==> config.mk <==
export PLATFORM = sky130hd
export DESIGN_NAME = mc_sequencer
export DESIGN_NICKNAME = d
export VERILOG_FILES = /design/src/rtl/mc_sequencer.sv
export SDC_FILE = /design/constraint.sdc
export NUM_CORES = 1
export LEC_CHECK = 0
export CELL_PAD_IN_SITES_DETAIL_PLACEMENT = 1
export CELL_PAD_IN_SITES_GLOBAL_PLACEMENT = 1
export CORE_UTILIZATION = 23
export CTS_CLUSTER_DIAMETER = 30
export DETAILED_ROUTE_END_ITERATION = 8
export PLACE_DENSITY_LB_ADDON = 0.1
export SLEW_MARGIN = 0
export SYNTH_ARGS = -nofsm -noshare
export SYNTH_HDL_FRONTEND = slang
export SYNTH_SLANG_ARGS = --single-unit
==> constraint.sdc <==
create_clock -name clk -period 2.2 [get_ports clk]
set_input_delay 0.66 -clock clk [delete_from_list [all_inputs] [get_ports clk]]
set_output_delay 0.66 -clock clk [all_outputs]
set_load 0.01 [all_outputs]
==> src/rtl/mc_sequencer.sv <==
// Multicycle control sequencer for the RISC-V datapath: instruction/data memory
// handshakes with a bus-error timeout, trap entry with EPC/cause capture.
module mc_sequencer #(
    parameter int unsigned     XLEN        = 64,
    parameter logic [XLEN-1:0] TRAP_VEC    = 'hFE,
    parameter int unsigned     CAUSE_W     = 2,
    parameter int unsigned     MEM_TIMEOUT = 15
) (
    input  logic               clk,
    input  logic               reset,
    input  logic [31:0]        instr,
    input  logic [XLEN-1:0]    pc,
    input  logic               alu_zero,
    input  logic               alu_lt,
    output logic               imem_req,
    input  logic               imem_ready,
    output logic               dmem_req,
    output logic               dmem_we,
    input  logic               dmem_ready,
    output logic               ir_load,
    output logic               ab_load,
    output logic               aluout_load,
    output logic               mdr_load,
    output logic               rf_we,
    output logic               pc_load,
    output logic [1:0]         pc_sel,
    output logic [XLEN-1:0]    epc,
    output logic [CAUSE_W-1:0] cause,
    output logic               trap,
    output logic [2:0]         state_out
);

    localparam logic [2:0] S_RST    = 3'd0;
    localparam logic [2:0] S_FETCH  = 3'd1;
    localparam logic [2:0] S_DECODE = 3'd2;
    localparam logic [2:0] S_EXEC   = 3'd3;
    localparam logic [2:0] S_MEM    = 3'd4;
    localparam logic [2:0] S_WB     = 3'd5;
    localparam logic [2:0] S_TRAP   = 3'd6;
    localparam logic [2:0] S_HALT   = 3'd7;

    localparam logic [6:0] OP_R      = 7'b0110011;
    localparam logic [6:0] OP_I      = 7'b0010011;
    localparam logic [6:0] OP_LUI    = 7'b0110111;
    localparam logic [6:0] OP_LOAD   = 7'b0000011;
    localparam logic [6:0] OP_STORE  = 7'b0100011;
    localparam logic [6:0] OP_JAL    = 7'b1101111;
    localparam logic [6:0] OP_BRANCH = 7'b1100011;
    localparam logic [6:0] OP_SYSTEM = 7'b1110011;

    localparam logic [CAUSE_W-1:0] CAUSE_ILLEGAL = CAUSE_W'(0);
    localparam logic [CAUSE_W-1:0] CAUSE_TIMEOUT = CAUSE_W'(1);
    localparam logic [CAUSE_W-1:0] CAUSE_ECALL   = CAUSE_W'(2);

    localparam int unsigned       CNT_W   = $clog2(MEM_TIMEOUT + 1);
    localparam logic [CNT_W-1:0]  CNT_MAX = CNT_W'(MEM_TIMEOUT);

    logic [2:0]         state, state_nx;
    logic [CNT_W-1:0]   wait_cnt, wait_cnt_nx;
    logic [CAUSE_W-1:0] trap_code, trap_code_nx;
    logic [6:0]         opcode;
    logic [2:0]         funct3;
    logic               br_taken, br_valid;

    assign opcode    = instr[6:0];
    assign funct3    = instr[14:12];
    assign state_out = state;

    always_comb begin
        br_valid = 1'b1;
        br_taken = 1'b0;
        case (funct3)
            3'b000:  br_taken = alu_zero;
            3'b001:  br_taken = !alu_zero;
            3'b100:  br_taken = alu_lt;
            3'b101:  br_taken = !alu_lt;
            default: br_valid = 1'b0;
        endcase
    end

    always_comb begin
        imem_req     = 1'b0;
        dmem_req     = 1'b0;
        dmem_we      = 1'b0;
        ir_load      = 1'b0;
        ab_load      = 1'b0;
        aluout_load  = 1'b0;
        mdr_load     = 1'b0;
        rf_we        = 1'b0;
        pc_load      = 1'b0;
        pc_sel       = 2'd0;
        trap         = 1'b0;
        state_nx     = state;
        wait_cnt_nx  = '0;
        trap_code_nx = trap_code;
        case (state)
            S_RST: state_nx = S_FETCH;
            S_FETCH: begin
                imem_req = 1'b1;
                if (imem_ready) begin
                    ir_load  = 1'b1;
                    pc_load  = 1'b1;
                    state_nx = S_DECODE;
                end else if (wait_cnt == CNT_MAX) begin
                    state_nx     = S_TRAP;
                    trap_code_nx = CAUSE_TIMEOUT;
                end else begin
                    wait_cnt_nx = wait_cnt + CNT_W'(1);
                end
            end
            S_DECODE: begin
                ab_load     = 1'b1;
                aluout_load = 1'b1;
                case (opcode)
                    OP_R, OP_I, OP_LUI, OP_LOAD, OP_STORE, OP_JAL, OP_BRANCH:
                        state_nx = S_EXEC;
                    OP_SYSTEM: begin
                        if (instr == 32'h0000_0073) begin
                            state_nx     = S_TRAP;
                            trap_code_nx = CAUSE_ECALL;
                        end else if (instr == 32'h0010_0073) begin
                            state_nx = S_HALT;
                        end else begin
                            state_nx     = S_TRAP;
                            trap_code_nx = CAUSE_ILLEGAL;
                        end
                    end
                    default: begin
                        state_nx     = S_TRAP;
                        trap_code_nx = CAUSE_ILLEGAL;
                    end
                endcase
            end
            S_EXEC: begin
                if (opcode == OP_BRANCH) begin
                    if (!br_valid) begin
                        state_nx     = S_TRAP;
                        trap_code_nx = CAUSE_ILLEGAL;
                    end else begin
                        pc_load  = br_taken;
                        pc_sel   = br_taken ? 2'd1 : 2'd0;
                        state_nx = S_FETCH;
                    end
                end else begin
                    aluout_load = 1'b1;
                    if (opcode == OP_JAL) begin
                        pc_load = 1'b1;
                        pc_sel  = 2'd1;
                    end
                    state_nx = (opcode == OP_LOAD || opcode == OP_STORE) ? S_MEM : S_WB;
                end
            end
            S_MEM: begin
                dmem_req = 1'b1;
                dmem_we  = (opcode == OP_STORE);
                if (dmem_ready) begin
                    mdr_load = (opcode != OP_STORE);
                    state_nx = (opcode == OP_STORE) ? S_FETCH : S_WB;
                end else if (wait_cnt == CNT_MAX) begin
                    state_nx     = S_TRAP;
                    trap_code_nx = CAUSE_TIMEOUT;
                end else begin
                    wait_cnt_nx = wait_cnt + CNT_W'(1);
                end
            end
            S_WB: begin
                rf_we    = 1'b1;
                state_nx = S_FETCH;
            end
            S_TRAP: begin
                trap     = 1'b1;
                pc_load  = 1'b1;
                pc_sel   = 2'd2;
                state_nx = S_FETCH;
            end
            S_HALT: state_nx = S_HALT;
            default: state_nx = S_RST;
        endcase
    end

    // TRAP_VEC itself feeds the datapath PC mux; only its alignment is checked here.
    always_ff @(posedge clk) begin
        if (!reset) begin
            state     <= S_RST;
            wait_cnt  <= '0;
            trap_code <= '0;
            epc       <= '0;
            cause     <= '0;
        end else begin
            state     <= state_nx;
            wait_cnt  <= wait_cnt_nx;
            trap_code <= trap_code_nx;
            if (state == S_TRAP) begin
                assert (TRAP_VEC[0] == 1'b0);
                epc   <= pc;
                cause <= trap_code;
            end
        end
    end

endmodule

==> results.cfg, run 1 <==
[global_route]
grt_overflow = 0
grt_pass1_wl_mm = 16.7
grt_antenna_before_repair = 0
use_met2_pct = 27.5
grt_util_met1_pct = 18.1
grt_max_degree = 69
gr-usage-met3_pct = 5.50
grt.busiest_layer = met2
first_global_vias = 3467
track_usage_pct = 15.9

[place]
dp_hpwl_mm = 7.89
gp_congestion = 0.713
preCtsSetupSlack_ps = -1200
numPortBuffers = 182
place_inst = 762

[worst_setup_path]
crit_chain = buf_8 -> mux2i_2 -> mux2i_1 -> o21ai_1 -> and4b_1 -> or3_4 -> buf_6
path_class = in -> out
worst_path_max_delay_cell = or3_4
rr_worst_depth = 6
cp_max_fo = 2
end_kind = output port
cpPeakStageDelay_ps = 330
worstPathRequired_ps = 1540
startpoint_type = input port
crit_arrival_ps = 1930

[sta]
final.setup_skew_ps = 6.52
period_needed_ps = 2590
post-route-worst-setup-slack_ps = -388
setup_tns_ps = -566
period_share_pct = 118
hold_violations = 0
grt_setup_unrepaired = true
slew_headroom_pct = 52.0
finalSetupViolations = 2
tightest_slew_ps = 721
drv_slew = 0
fmax_mhz = 386

[worst_hold_path]
hold_class = reg -> reg
whs_path_depth = 2

[power_and_ir_drop]
ir_worst_vdd_uv = 243
p_sw_share_pct = 23.6
power.switching_w = 0.000806
power.internal_w = 0.00261
clock_power_share_pct = 43.9
powerDensity_mw_per_mm2 = 610
total_power_w = 0.00342
leakage_nw = 2.01
p_comb_share_pct = 15.1
p_seq_share_pct = 41.0

[cells_and_area]
layout_commonest_cell = clkdlybuf4s50_1
n_antenna_cell = 0
layout_common_cells = 158 x clkdlybuf4s50_1, 141 x nand2_1, 74 x a21oi_1
post-route-util_pct = 44.1
drive_above_1_share_pct = 16.1
syn2layout_area_growth_pct = 85.6
layoutNonFillerInstCount = 780
finalNetCount = 706

[die]
die_w_um = 117
std_cell_rows = 41
io_pins = 183
coreArea_mm2 = 0.0127
die_h_um = 117
initial_core_util_pct = 23.8
die_area_mm2 = 0.0136

[run_status]
failed_checks = setup timing
status = complete, but fails checks

[synth]
synth.distinct_cells = 44
synth-edff-count = 0
ys_async_sr_fraction_pct = 0
synth_mux_area_share_pct = 0.663
ys_seq_area_share_pct = 49.7
synth_top_family_by_area = simple AND/OR/NAND/NOR gates
ys.flop_type = dfxtp_1
synth.avg_cell_area_um2 = 7.63
synth.ff_latch_count = 75
synthCells = 396
synth_top_cell_by_area = dfxtp_1
synth_compound_area_share_pct = 16.2
synthAdderAreaFrac_pct = 0.414
yosys_warnings = 0
yosys.area_share.xor_xnor_pct = 0.580
synth_top_cell_area_share_pct = 49.7
synthesis.nets = 499
syn_area_mm2 = 0.00302
synth.area.top_cells = dfxtp_1 50%, nand2_1 18%, a21oi_1 12%, buf_2 1.5%, buf_4 1.2%
synthSimpleGateAreaFrac_pct = 27.1

[clock_tree]
cts_buffers = 9
clkTransAtPathRegs_ps = 60
clockRootBuffer = clkbuf_16
clock_path_buffers = 2
cts_tree = done
h-tree-depth = 3
clkSinkCount = 75
clk_latency_ps = 330

[drt]
route.vias.total = 3449
ant_nets = 0
wl_mm = 10.9
drt_pass1_iterations = 4
drc = 0
via_per_inst = 4.42
drtIter0Drc = 106
wl_per_cell_um = 14.0

[flow_run]
max_cap_viol_count = 0
-- state kept, by name (all words and copies together) (netlist names) --
signal,count
wait_cnt,4
epc,64
cause,2
state_out,3
trap_code,2
-- layer usage --
metal / part of all wire, % / wire (um) / up-vias
met1: 42 / 4630 / 1592
met4: 1.4 / 149 / 0
li1: - / - / 1725
met2: 47 / 5150 / 118
met3: 9.1 / 995 / 14
met5: 0 / 0 / -
-- per-stage QoR --
stage / area (um2) / hold slack (ps)
after CTS: 5570 / 455
after floorplan: 3030 / 432
after global routing: 5610 / 470
after global placement: 5240 / 441
after detailed placement: 5240 / 446
final: 5610 / 451
-- power groups by stage --
stage | Sequential [W] | Combinational (W) | Clock, W
global route | 0.00141 | 0.000558 | 0.00161
floorplan | 0.00143 | 0.000142 | 0
CTS | 0.00140 | 0.000517 | 0.00156
global placement | 0.00143 | 0.000507 | 0
detailed placement | 0.00143 | 0.000513 | 0
finish | 0.00140 | 0.000515 | 0.00150
-- what timing repair did --
| action | in CTS | in global routing |
|---|---|---|
| hold buffers | 0 | 0 |
| setup endpoints to repair | 12 | 8 |
| buffers inserted | 2 | 1 |
| pin swaps | 10 | 7 |
| gates resized for setup | 100 | 11 |
-- final timing paths --
path | endpoint | startpoint | slack, ps
worst max-delay path | pc_load | instr[14] | -390
worst min-delay path | epc[46]$_SDFFE_PN0P_ | epc[46]$_SDFFE_PN0P_ | 450
worst max register to register | state_out[0]$_SDFF_PN0_ | wait_cnt[0]$_SDFF_PN0_ | 580
worst min register to register | epc[46]$_SDFFE_PN0P_ | epc[46]$_SDFFE_PN0P_ | 450
-- cells in the mapped netlist (2+ instances only) --
| cell type | instances |
|---|---|
| o21ai_0 | 5 |
| inv_1 | 7 |
| nor4_1 | 4 |
| nand2b_1 | 2 |
| clkbuf_1 | 10 |
| a21oi_1 | 75 |
| or3_1 | 3 |
| nor2_1 | 9 |
| nor3_1 | 7 |
| nand3_1 | 5 |
| dfxtp_1 | 75 |
| nand2_1 | 142 |
| and2_1 | 2 |
| and3_1 | 4 |
| xnor2_1 | 2 |
| nand4_1 | 2 |
| a31oi_1 | 2 |
| buf_2 | 9 |
| mux2i_1 | 2 |
| buf_4 | 5 |
-- cells by family after synthesis --
| group | Yosys count |
|---|---|
| compound gates | 91 |
| xor+xnor | 2 |
| fa+ha+maj | 1 |
| buf+inv | 35 |
| flops | 75 |
| mux | 2 |
| simple gates | 190 |
-- cell type report --
type	instances	area (um2)
inverters	9	38.8
flip-flops and latches	75	1510
clock buffers	10	239
clock inverters	6	63.8
multi-input cells	286	1420
repair buffers	222	2120
well taps	172	215
fillers	1578	7110
-- critical path: cells and delay by family --
family,cells,cell delay (ps)
and+or+nand+nor,2,540
muxes,2,450
buffers and inverters,2,200
AOI/OAI and AO/OA,1,80
No activity file was read; power rests on OpenSTA's default activity.
==> inputs of run 2 (changes only) <==
GPL_TIMING_DRIVEN = 0   (was unset)
SLEW_MARGIN = unset   (was 0)
==> run 2 against run 1 <==
  * Wire length rose by 1.2%
  * The run still ends with setup timing left
  * Via count up 0.81%
  * Register-to-register slack worse by 240 ps
  * Critical path type unchanged
  * Worst hold slack improved by 2.9 ps
  * Largest cell class unchanged
==> results.cfg, run 2 (synthesized netlist as in run 1, its figures left out) <==
[power_and_ir_drop]
ir_worst_vdd_uv = 273
powerDensity_mw_per_mm2 = 599
leakage_nw = 2.02

[drt]
drtIter0Drc = 165
drt_pass1_iterations = 4
ant_nets = 0
route.vias.total = 3477
wl_met1_mm = 4.71
wl_met3_um = 951
wl_per_cell_um = 14.1
drc = 0
wl_met2_mm = 5.27
wl_mm = 11.1
top_layer = met4
via_per_inst = 4.43

[clock_tree]
h-tree-depth = 3
clockRootBuffer = clkbuf_16
clk_latency_ps = 340
cts_tree = done
clkSinkCount = 75
cts-hold-fix-buffers = 0
clock_path_buffers = 2
cts_buffers = 9
clkTransAtPathRegs_ps = 50

[die]
die_w_um = 117
std_cell_rows = 41
coreArea_mm2 = 0.0127
initial_core_util_pct = 23.8
die_area_mm2 = 0.0136
die_h_um = 117
io_pins = 183

[worst_hold_path]
hold_class = reg -> reg

[cells_and_area]
layout_common_cells = 156 x clkdlybuf4s50_1, 141 x nand2_1, 74 x a21oi_1
finalNetCount = 712
drive_above_1_share_pct = 15.0
multi_input_area_mm2 = 0.00143
fillers = 1574
regMostFlops = epc
layout_commonest_cell = clkdlybuf4s50_1
syn2layout_area_growth_pct = 85.4
largest_reg_flops = 64
post-route-util_pct = 44.0
n_antenna_cell = 0
layoutNonFillerInstCount = 785
seqCellArea_mm2 = 0.00151

[sta]
hold_violations = 0
finalSetupViolations = 5
period_needed_ps = 2620
post-route-worst-setup-slack_ps = -420
fmax_mhz = 382
period_share_pct = 119
grt_setup_unrepaired = true
final.setup_skew_ps = 11.6
slew_headroom_pct = 67.5
drv_slew = 0
setup_tns_ps = -828
tightest_slew_ps = 488

[place]
dp_hpwl_mm = 8.13
gp_congestion = 0.745
place_inst = 750
preCtsSetupSlack_ps = -1250
numPortBuffers = 182

[worst_setup_path]
crit_chain = buf_8 -> and4bb_2 -> and2_4 -> a21oi_4 -> and4b_1 -> or3_4 -> buf_6
path_class = in -> out
worst_path_max_delay_cell = or3_4
crit_arrival_ps = 1960
cp_max_fo = 2
end_kind = output port
startpoint_type = input port
worstPathRequired_ps = 1540
cpPeakStageDelay_ps = 330

[global_route]
grt_max_degree = 13
grt_pass1_wl_mm = 16.8
first_global_vias = 3551
track_usage_pct = 16.3
grt_overflow = 0
grt_antenna_before_repair = 0

[run_status]
failed_checks = setup timing
status = complete, but fails checks

[flow_run]
max_cap_viol_count = 0
run 2: cell types whose count changed in the layout (fill, tap and decap cells not counted), sizes merged:
cell,before,now
buf,56,52
clkbuf,11,23
clkdlybuf4s15,3,2
clkdlybuf4s50,158,156
clkinvlp,2,1
dlygate4sd2,4,5
dlymetal6s2s,0,1
inv,9,8
run 2: worst paths after layout:
path,startpoint,endpoint,slack [ps],cells past startpoint
setup / recovery,instr[3],pc_load,-420,7
hold / removal,epc[20]$_SDFFE_PN0P_,epc[20]$_SDFFE_PN0P_,450,2
setup reg to reg,wait_cnt[0]$_SDFF_PN0_,state_out[0]$_SDFF_PN0_,340,7
hold reg to reg,epc[20]$_SDFFE_PN0P_,epc[20]$_SDFFE_PN0P_,450,2
run 2: per-layer routing:
layer,track usage (%),up-vias
li1,-,1739
met1,18.0,1609
met2,27.9,119
met3,6.95,10
met4,5.65,0
met5,0,-
run 2: cell type report:
class	count	area share (%)
Multi-Input combinational cell	286	25.5
Clock inverter	4	0.916
Tap cell	172	3.84
Buffer	25	2.48
Inverter	9	0.692
Timing Repair Buffer	203	35.2
Sequential cell	75	27.0
Clock buffer	11	4.33
run 2: metrics by stage:
stage          power, W  cell area, um2  hold slack, ps
6_report        0.00336            5600             454
5_1_grt         0.00351            5600             471
4_1_cts         0.00340            5470             455
3_5_place_dp    0.00188            5060             447
3_3_place_gp    0.00187            5060             441
2_1_floorplan   0.00158            3030             432
run 2: where the power goes:
group	internal, W	switching [W]
registers	0.00138	0.0000263
clock network	0.000903	0.000564
logic	0.000295	0.000187
run 2: critical path: cells and delay by family:
| family | cells | cell delay [ps] |
|---|---|---|
| AO/OA/AOI/OAI | 1 | 50 |
| buffers and inverters | 2 | 220 |
| AND/OR/NAND/NOR | 4 | 1030 |
run 2: timing repair:
| action | 4_1_cts | 5_1_grt |
|---|---|---|
| buffers inserted | 10 | 13 |
| resized for setup | 109 | 23 |
| pin swaps | 11 | 10 |
| setup endpoints to repair | 12 | 30 |
